<file path="src/rtl/ex_cond_flag_stage.sv">
`default_nettype none
// ============================================================================
// Module      : ex_cond_flag_stage
// Description : EX/MEM stage holding N/Z/C/V flags, condition check, branch flag
// Revision    : 1.0
// ============================================================================
module ex_cond_flag_stage #(
    parameter int DATA_W = 32,
    parameter int RD_W   = 3
) (
    input  logic              clk,
    input  logic              reset,
    input  logic              stall,
    input  logic              flush,
    input  logic              in_valid,
    input  logic [DATA_W-1:0] alu_res,
    input  logic              n_in,
    input  logic              z_in,
    input  logic              c_in,
    input  logic              o_in,
    input  logic              set_flags,
    input  logic [3:0]        cond,
    input  logic              is_branch,
    input  logic [RD_W-1:0]   rd_in,
    input  logic              reg_write_in,
    output logic              out_valid,
    output logic [DATA_W-1:0] out_res,
    output logic [RD_W-1:0]   out_rd,
    output logic              out_reg_write,
    output logic              branch_taken,
    output logic [3:0]        flags_q
);

    localparam logic [3:0] c_EQ = 4'd0;
    localparam logic [3:0] c_NE = 4'd1;
    localparam logic [3:0] c_CS = 4'd2;
    localparam logic [3:0] c_CC = 4'd3;
    localparam logic [3:0] c_MI = 4'd4;
    localparam logic [3:0] c_PL = 4'd5;
    localparam logic [3:0] c_VS = 4'd6;
    localparam logic [3:0] c_VC = 4'd7;
    localparam logic [3:0] c_HI = 4'd8;
    localparam logic [3:0] c_LS = 4'd9;
    localparam logic [3:0] c_GE = 4'd10;
    localparam logic [3:0] c_LT = 4'd11;
    localparam logic [3:0] c_GT = 4'd12;
    localparam logic [3:0] c_LE = 4'd13;
    localparam logic [3:0] c_AL = 4'd14;

    logic              r_valid;
    logic [DATA_W-1:0] r_res;
    logic [RD_W-1:0]   r_rd;
    logic              r_reg_write;
    logic              r_branch;
    logic [3:0]        r_flags;

    logic w_n, w_z, w_c, w_v;
    logic w_pass;
    logic w_exec;

    assign w_n = r_flags[3];
    assign w_z = r_flags[2];
    assign w_c = r_flags[1];
    assign w_v = r_flags[0];

    // Condition uses the flags before this instruction, so a flag-setter
    // followed directly by a conditional sees the new flags without forwarding.
    always_comb begin
        w_pass = 1'b0;
        case (cond)
            c_EQ:    w_pass = w_z;
            c_NE:    w_pass = ~w_z;
            c_CS:    w_pass = w_c;
            c_CC:    w_pass = ~w_c;
            c_MI:    w_pass = w_n;
            c_PL:    w_pass = ~w_n;
            c_VS:    w_pass = w_v;
            c_VC:    w_pass = ~w_v;
            c_HI:    w_pass = w_c & ~w_z;
            c_LS:    w_pass = ~w_c | w_z;
            c_GE:    w_pass = (w_n == w_v);
            c_LT:    w_pass = (w_n != w_v);
            c_GT:    w_pass = ~w_z & (w_n == w_v);
            c_LE:    w_pass = w_z | (w_n != w_v);
            c_AL:    w_pass = 1'b1;
            default: w_pass = 1'b0;
        endcase
    end

    assign w_exec = in_valid & w_pass & ~flush & ~stall;

    always_ff @(posedge clk or posedge reset) begin
        if (reset) begin
            r_valid     <= 1'b0;
            r_res       <= '0;
            r_rd        <= '0;
            r_reg_write <= 1'b0;
            r_branch    <= 1'b0;
            r_flags     <= 4'b0000;
        end else if (flush) begin
            // Squash only the control bits; data and flags hold.
            r_valid     <= 1'b0;
            r_reg_write <= 1'b0;
            r_branch    <= 1'b0;
        end else if (!stall) begin
            r_valid     <= w_exec;
            r_res       <= alu_res;
            r_rd        <= rd_in;
            r_reg_write <= w_exec & reg_write_in;
            r_branch    <= w_exec & is_branch;
            if (w_exec && set_flags) begin
                r_flags <= {n_in, z_in, c_in, o_in};
            end
        end
    end

    assign out_valid     = r_valid;
    assign out_res       = r_res;
    assign out_rd        = r_rd;
    assign out_reg_write = r_reg_write;
    assign branch_taken  = r_branch;
    assign flags_q       = r_flags;

endmodule
`default_nettype wire

</file>
<file path="config.mk">
export PLATFORM = sky130hd
export DESIGN_NAME = ex_cond_flag_stage
export DESIGN_NICKNAME = d
export VERILOG_FILES = /design/src/rtl/ex_cond_flag_stage.sv
export SDC_FILE = /design/constraint.sdc
export NUM_CORES = 1
export LEC_CHECK = 0
export CAP_MARGIN = 15
export CORE_UTILIZATION = 43
export CTS_BUF_LIST = sky130_fd_sc_hd__clkbuf_4 sky130_fd_sc_hd__clkbuf_8 sky130_fd_sc_hd__clkbuf_16
export DETAILED_ROUTE_END_ITERATION = 10
export PLACE_DENSITY = 0.85
export SETUP_SLACK_MARGIN = 0.02
export SYNTH_ARGS = -nofsm -noshare
export SYNTH_HDL_FRONTEND = slang
export SYNTH_SLANG_ARGS = --single-unit
</file>
<file path="constraint.sdc">
create_clock -name clk -period 5.6 [get_ports clk]
set_input_delay 0.56 -clock clk [delete_from_list [all_inputs] [get_ports clk]]
set_output_delay 0.56 -clock clk [all_outputs]
set_load 0.02 [all_outputs]
</file>
After elaboration in Yosys (flattened, before gate mapping). Index checks and enable logic that the tools add are counted.

Word-level logic and storage cells: 49. Output and inout bits: 42. Register bits: 42. Input bits: 51.

Reduce and logical (&&, ||, !) cells: 4. Bitwise operators: 15. Equality and inequality tests: 17. Mux-type cells: 7.

Operator list (number): 4-bit == test, second input constant (7); 4-bit by 3-bit == test with 1-bit output, second input constant (4); 1-bit one-hot mux with 15 select lines (1); 4-bit by 2-bit == test with 1-bit output, second input constant (2); 1-bit bitwise AND (7); 1-bit 2-to-1 mux (6); 1-bit inverter (6); 4-bit by 1-bit == test with 1-bit output, second input constant (1); 4-bit logical NOT (1); 3-bit AND reduction (1); 2-bit by 1-bit inequality test with 1-bit output, second input constant (1); 1-bit bitwise OR (2); 2-bit AND reduction (1); 1-bit == test (1); 1-bit logical AND (1); 1-bit inequality test (1).

Logic depth before layout (Yosys ltp).
Depth after elaboration: 9. Depth in mapped cells: 7. Depth with buffers taken out: 6.

Least setup slack after synthesis. Ideal clock, no wire load.

Kind: in2reg. From: input port cond[3]. To: register r_flags[1] (netlist: flags_q[1]). Data arrival time: 1.863 ns. Cell stages on the path: 7. Setup slack: 3.612 ns. Buffers on the path: 1. Setup time: 0.125 ns. Required time: 5.475 ns. Path through: buf_6 -> nand2b_1 -> a2111oi_2 -> a31oi_1 -> or2_4 -> o211ai_4 -> mux2_4.

Cells in the longest elaborated chain, start to end: 7. Elaborated cells between the ends (all ways): 21. Those cells by class: eq/ne (14); mux (1); bitwise (3); reduce/logical (3).

Ends and longest elaborated chain: start, declared (line 22) `input logic [3:0] cond,`; 4-bit == test (tied with other cells) (line 70) `case (cond)`; 1-bit one-hot mux with 15 select lines (*) (line 70); 1-bit bitwise AND (*) (3 in series) (line 90) `assign w_exec = in_valid & w_pass & ~flush & ~stall;`; 1-bit logical AND (*) (line 111) `if (w_exec && set_flags) begin`; 3-bit AND reduction (no source line) (*); end signal, assigned (line 112) `r_flags <= {n_in, z_in, c_in, o_in};`; end, declared (line 55) `logic [3:0] r_flags;`.

Mark *: on every way between the ends. The rest lies on a longest branch, timed or not. A chain may end at the register's enable or synchronous reset.

Worst setup path after layout.
From: input port flush. To: register r_flags[0] (netlist: flags_q[0]).

Cells in the longest elaborated chain, start to end: 5.

Ends and longest elaborated chain: start, declared (line 14) `input logic flush,`; 1-bit inverter (no source line) (*); 1-bit bitwise AND (2 in series) (line 90); 1-bit logical AND (line 111); 3-bit AND reduction (no source line) (*).

Marks and branches as above.

==> run metrics <==
setup_tns=0 ns; Tmin final=2.85 ns; core area=4090 um^2; Netlist cell types=33; layout cell share with drive strength beyond 1=0.229; Row Count=23; compound-gate portion of the synthesized area=0.0906; final period utilization=0.508; HP Class=reg2reg; Worst Path Arrival=3.01 ns; drt first pass iters=6; Worst-Skew Late Latency=0.27 ns; area grow syn2layout=54.8%; Vias/cell=5.11; Worst setup EP type=flip-flop; hold_buf cts=0; most frequent cells in the layout=clkdlybuf4s50_1 (92), dfrtp_1 (42), mux2_2 (35); outcome=finished, final reports clean; ys async rst share=1.00; Synth Warn #=0; slowest stage delay, CP=0.78 ns; cell count after synthesis=132; clock share of power=0.186; largest family of logic cells by synthesized area=multiplexers; clk slew on worst S/H paths=0.07 ns; Cell Area, Synth=1860 um^2; most common cell after layout, fill and taps aside=clkdlybuf4s50_1; FILL cells=299; clk_skew=0.000323 ns; slowest CP cell=nor2_4; first-pass GRT wire length=6350 um; reg-to-reg slack, setup=3.64 ns; cell family with most CP delay=simple AND/OR/NAND/NOR gates; multi-input logic area=751 um^2; hpwl dp=3360 um; CP max FO=36; simple-gate share of the synthesized area=0.0638; total gr overflow=0; WS Path Type=in2reg; Startpoint Class=input port; Initial Utilization=0.456; Post-CTS Setup Bufs=0; dpl cells=266; initial antenna violation count=0; number of synthesized register bits=42; Mean Syn Cell Area=14.1 um^2; IO Pins=93; Post-Synth XOR/XNOR Area=0.00470; final hold vios=0; post-synthesis sequential area ratio=0.564; Sw Ratio=0.313; crit-path cells=clkdlybuf4s50_1, nor2_4, and3_1, nand2_1, or2_1, o211ai_4, mux2_4; drc violations=0; Post-CTS Resized=0; Vias=1396; Slew Viols, Final=0; Peak VDD IR=0.229 mV; Max-cap violations=0; Inserted Diodes=0; GRT Overall Usage=0.190; Worst Path Buf+Inv=1; CP required=5.76 ns; # setup viols final=0; pin count of the biggest net entering global routing=43; register area=1050 um^2; busiest layer in global routing=met2; cts bufs inserted=5; fmax=0.351 GHz; mux contribution to synthesized area=0.244; input/output buffers=92; final std cells w/o fill=273; Die Y=67.8 um; NetSw=0.288 mW; cell leakage power=1.16 nW; power per cell area=320 nW/um^2; clock buffer depth=2; Post-Syn Nets=183; nets@finish=274; Slew HR=0.348; RSZ-0062 raised after global routing=no; 1st-iter DRT viols=41; met1 usage=0.221; Seq pwr share=0.442; Final Wtd Congestion=0.761; CTS tree=yes; GR Util met3=0.0300; average wire per standard cell=16.0 um; GR Util met2=0.358; Die Area=4600 um^2; internal power=0.634 mW; worst slew pin tran=0.976 ns; total wire length=4360 um; Gate power share=0.372; CTS Root Cell=clkbuf_8; Adder-Cell Fraction of Synth Area=0; Clock Sinks=42; vias in the first global route=1335; Post-synth EDFFs=0; Main synth FF type=dfrtp_1; post-route antenna net violation count=0; Die Span X=67.8 um; htree depth=2
[final timing paths]
kind / cells after the start / startpoint / to
setup / recovery: 7 / flush / flags_q[0]$_DFFE_PP0P_
hold / removal: 1 / out_reg_write$_DFFE_PP0P_ / out_reg_write$_DFFE_PP0P_
setup reg to reg: 6 / flags_q[2]$_DFFE_PP0P_ / flags_q[0]$_DFFE_PP0P_
hold reg to reg: 1 / out_reg_write$_DFFE_PP0P_ / out_reg_write$_DFFE_PP0P_
max in group asynchronous: 3 / reset / out_res[18]$_DFFE_PP0P_
min in group asynchronous: 3 / reset / out_res[9]$_DFFE_PP0P_
[final cells by class]
class / count / area share
clock buffer: 5 / 0.0238
sequential: 42 / 0.364
clock inverter: 2 / 0.00347
tap: 50 / 0.0217
multi-input combinational: 77 / 0.260
inverter: 4 / 0.00520
timing repair buffer: 93 / 0.322
[sequential cells by signal, indices dropped and copies added, names as in the netlist]
name	flops
out_valid	1
out_reg_write	1
branch_taken	1
out_rd	3
out_res	32
flags_q	4
[per-stage QoR]
step                setup slack, ns  hold slack (ns)  instance area (um^2)  power [mW]   util
floorplan                      3.61            0.610                  1860       0.590      -
global placement               2.55            0.489                  2810       0.743  0.687
global route                   2.60            0.530                  2890       0.971  0.706
finish                         2.75            0.496                  2890       0.923  0.706
detailed placement             2.45            0.485                  2810       0.758  0.687
CTS                            2.75            0.501                  2890       0.933  0.706
[power by group through the flow]
| stage | sequential [mW] | combinational (mW) | clock, mW |
|---|---|---|---|
| 6_report | 0.408 | 0.343 | 0.172 |
| 5_1_grt | 0.416 | 0.364 | 0.191 |
| 4_1_cts | 0.408 | 0.347 | 0.179 |
| 3_5_place_dp | 0.413 | 0.345 | 0 |
| 3_3_place_gp | 0.407 | 0.336 | 0 |
| 2_1_floorplan | 0.457 | 0.132 | 0 |
[metal layers]
| metal | routed length (um) | up-vias | part of all wire |
|---|---|---|---|
| met4 | 30 | 0 | 0.0069 |
| met3 | 195 | 2 | 0.045 |
| met1 | 1730 | 685 | 0.40 |
| met5 | 0 | - | 0 |
| li1 | - | 657 | - |
| met2 | 2410 | 52 | 0.55 |
[cell families after synthesis]
family / Yosys count
multiplexers: 39
AND/OR/NAND/NOR: 17
XOR/XNOR: 1
buffers and inverters: 13
flip-flops: 42
AO/OA/AOI/OAI: 20
[cell usage after synthesis, types with 2 or more instances]
master | count | area (um^2)
nand2b_1 | 2 | 12.5
a31oi_1 | 3 | 18.8
a22o_1 | 3 | 26.3
buf_1 | 3 | 11.3
nor2b_1 | 3 | 18.8
buf_2 | 4 | 20.0
a32o_1 | 2 | 20.0
a21oi_1 | 3 | 15.0
inv_1 | 4 | 15.0
mux2_4 | 4 | 60.1
dfrtp_1 | 42 | 1050
nand3b_1 | 3 | 22.5
mux2_2 | 35 | 394
nand2_1 | 2 | 7.51
(Power assumes the default switching activity.)
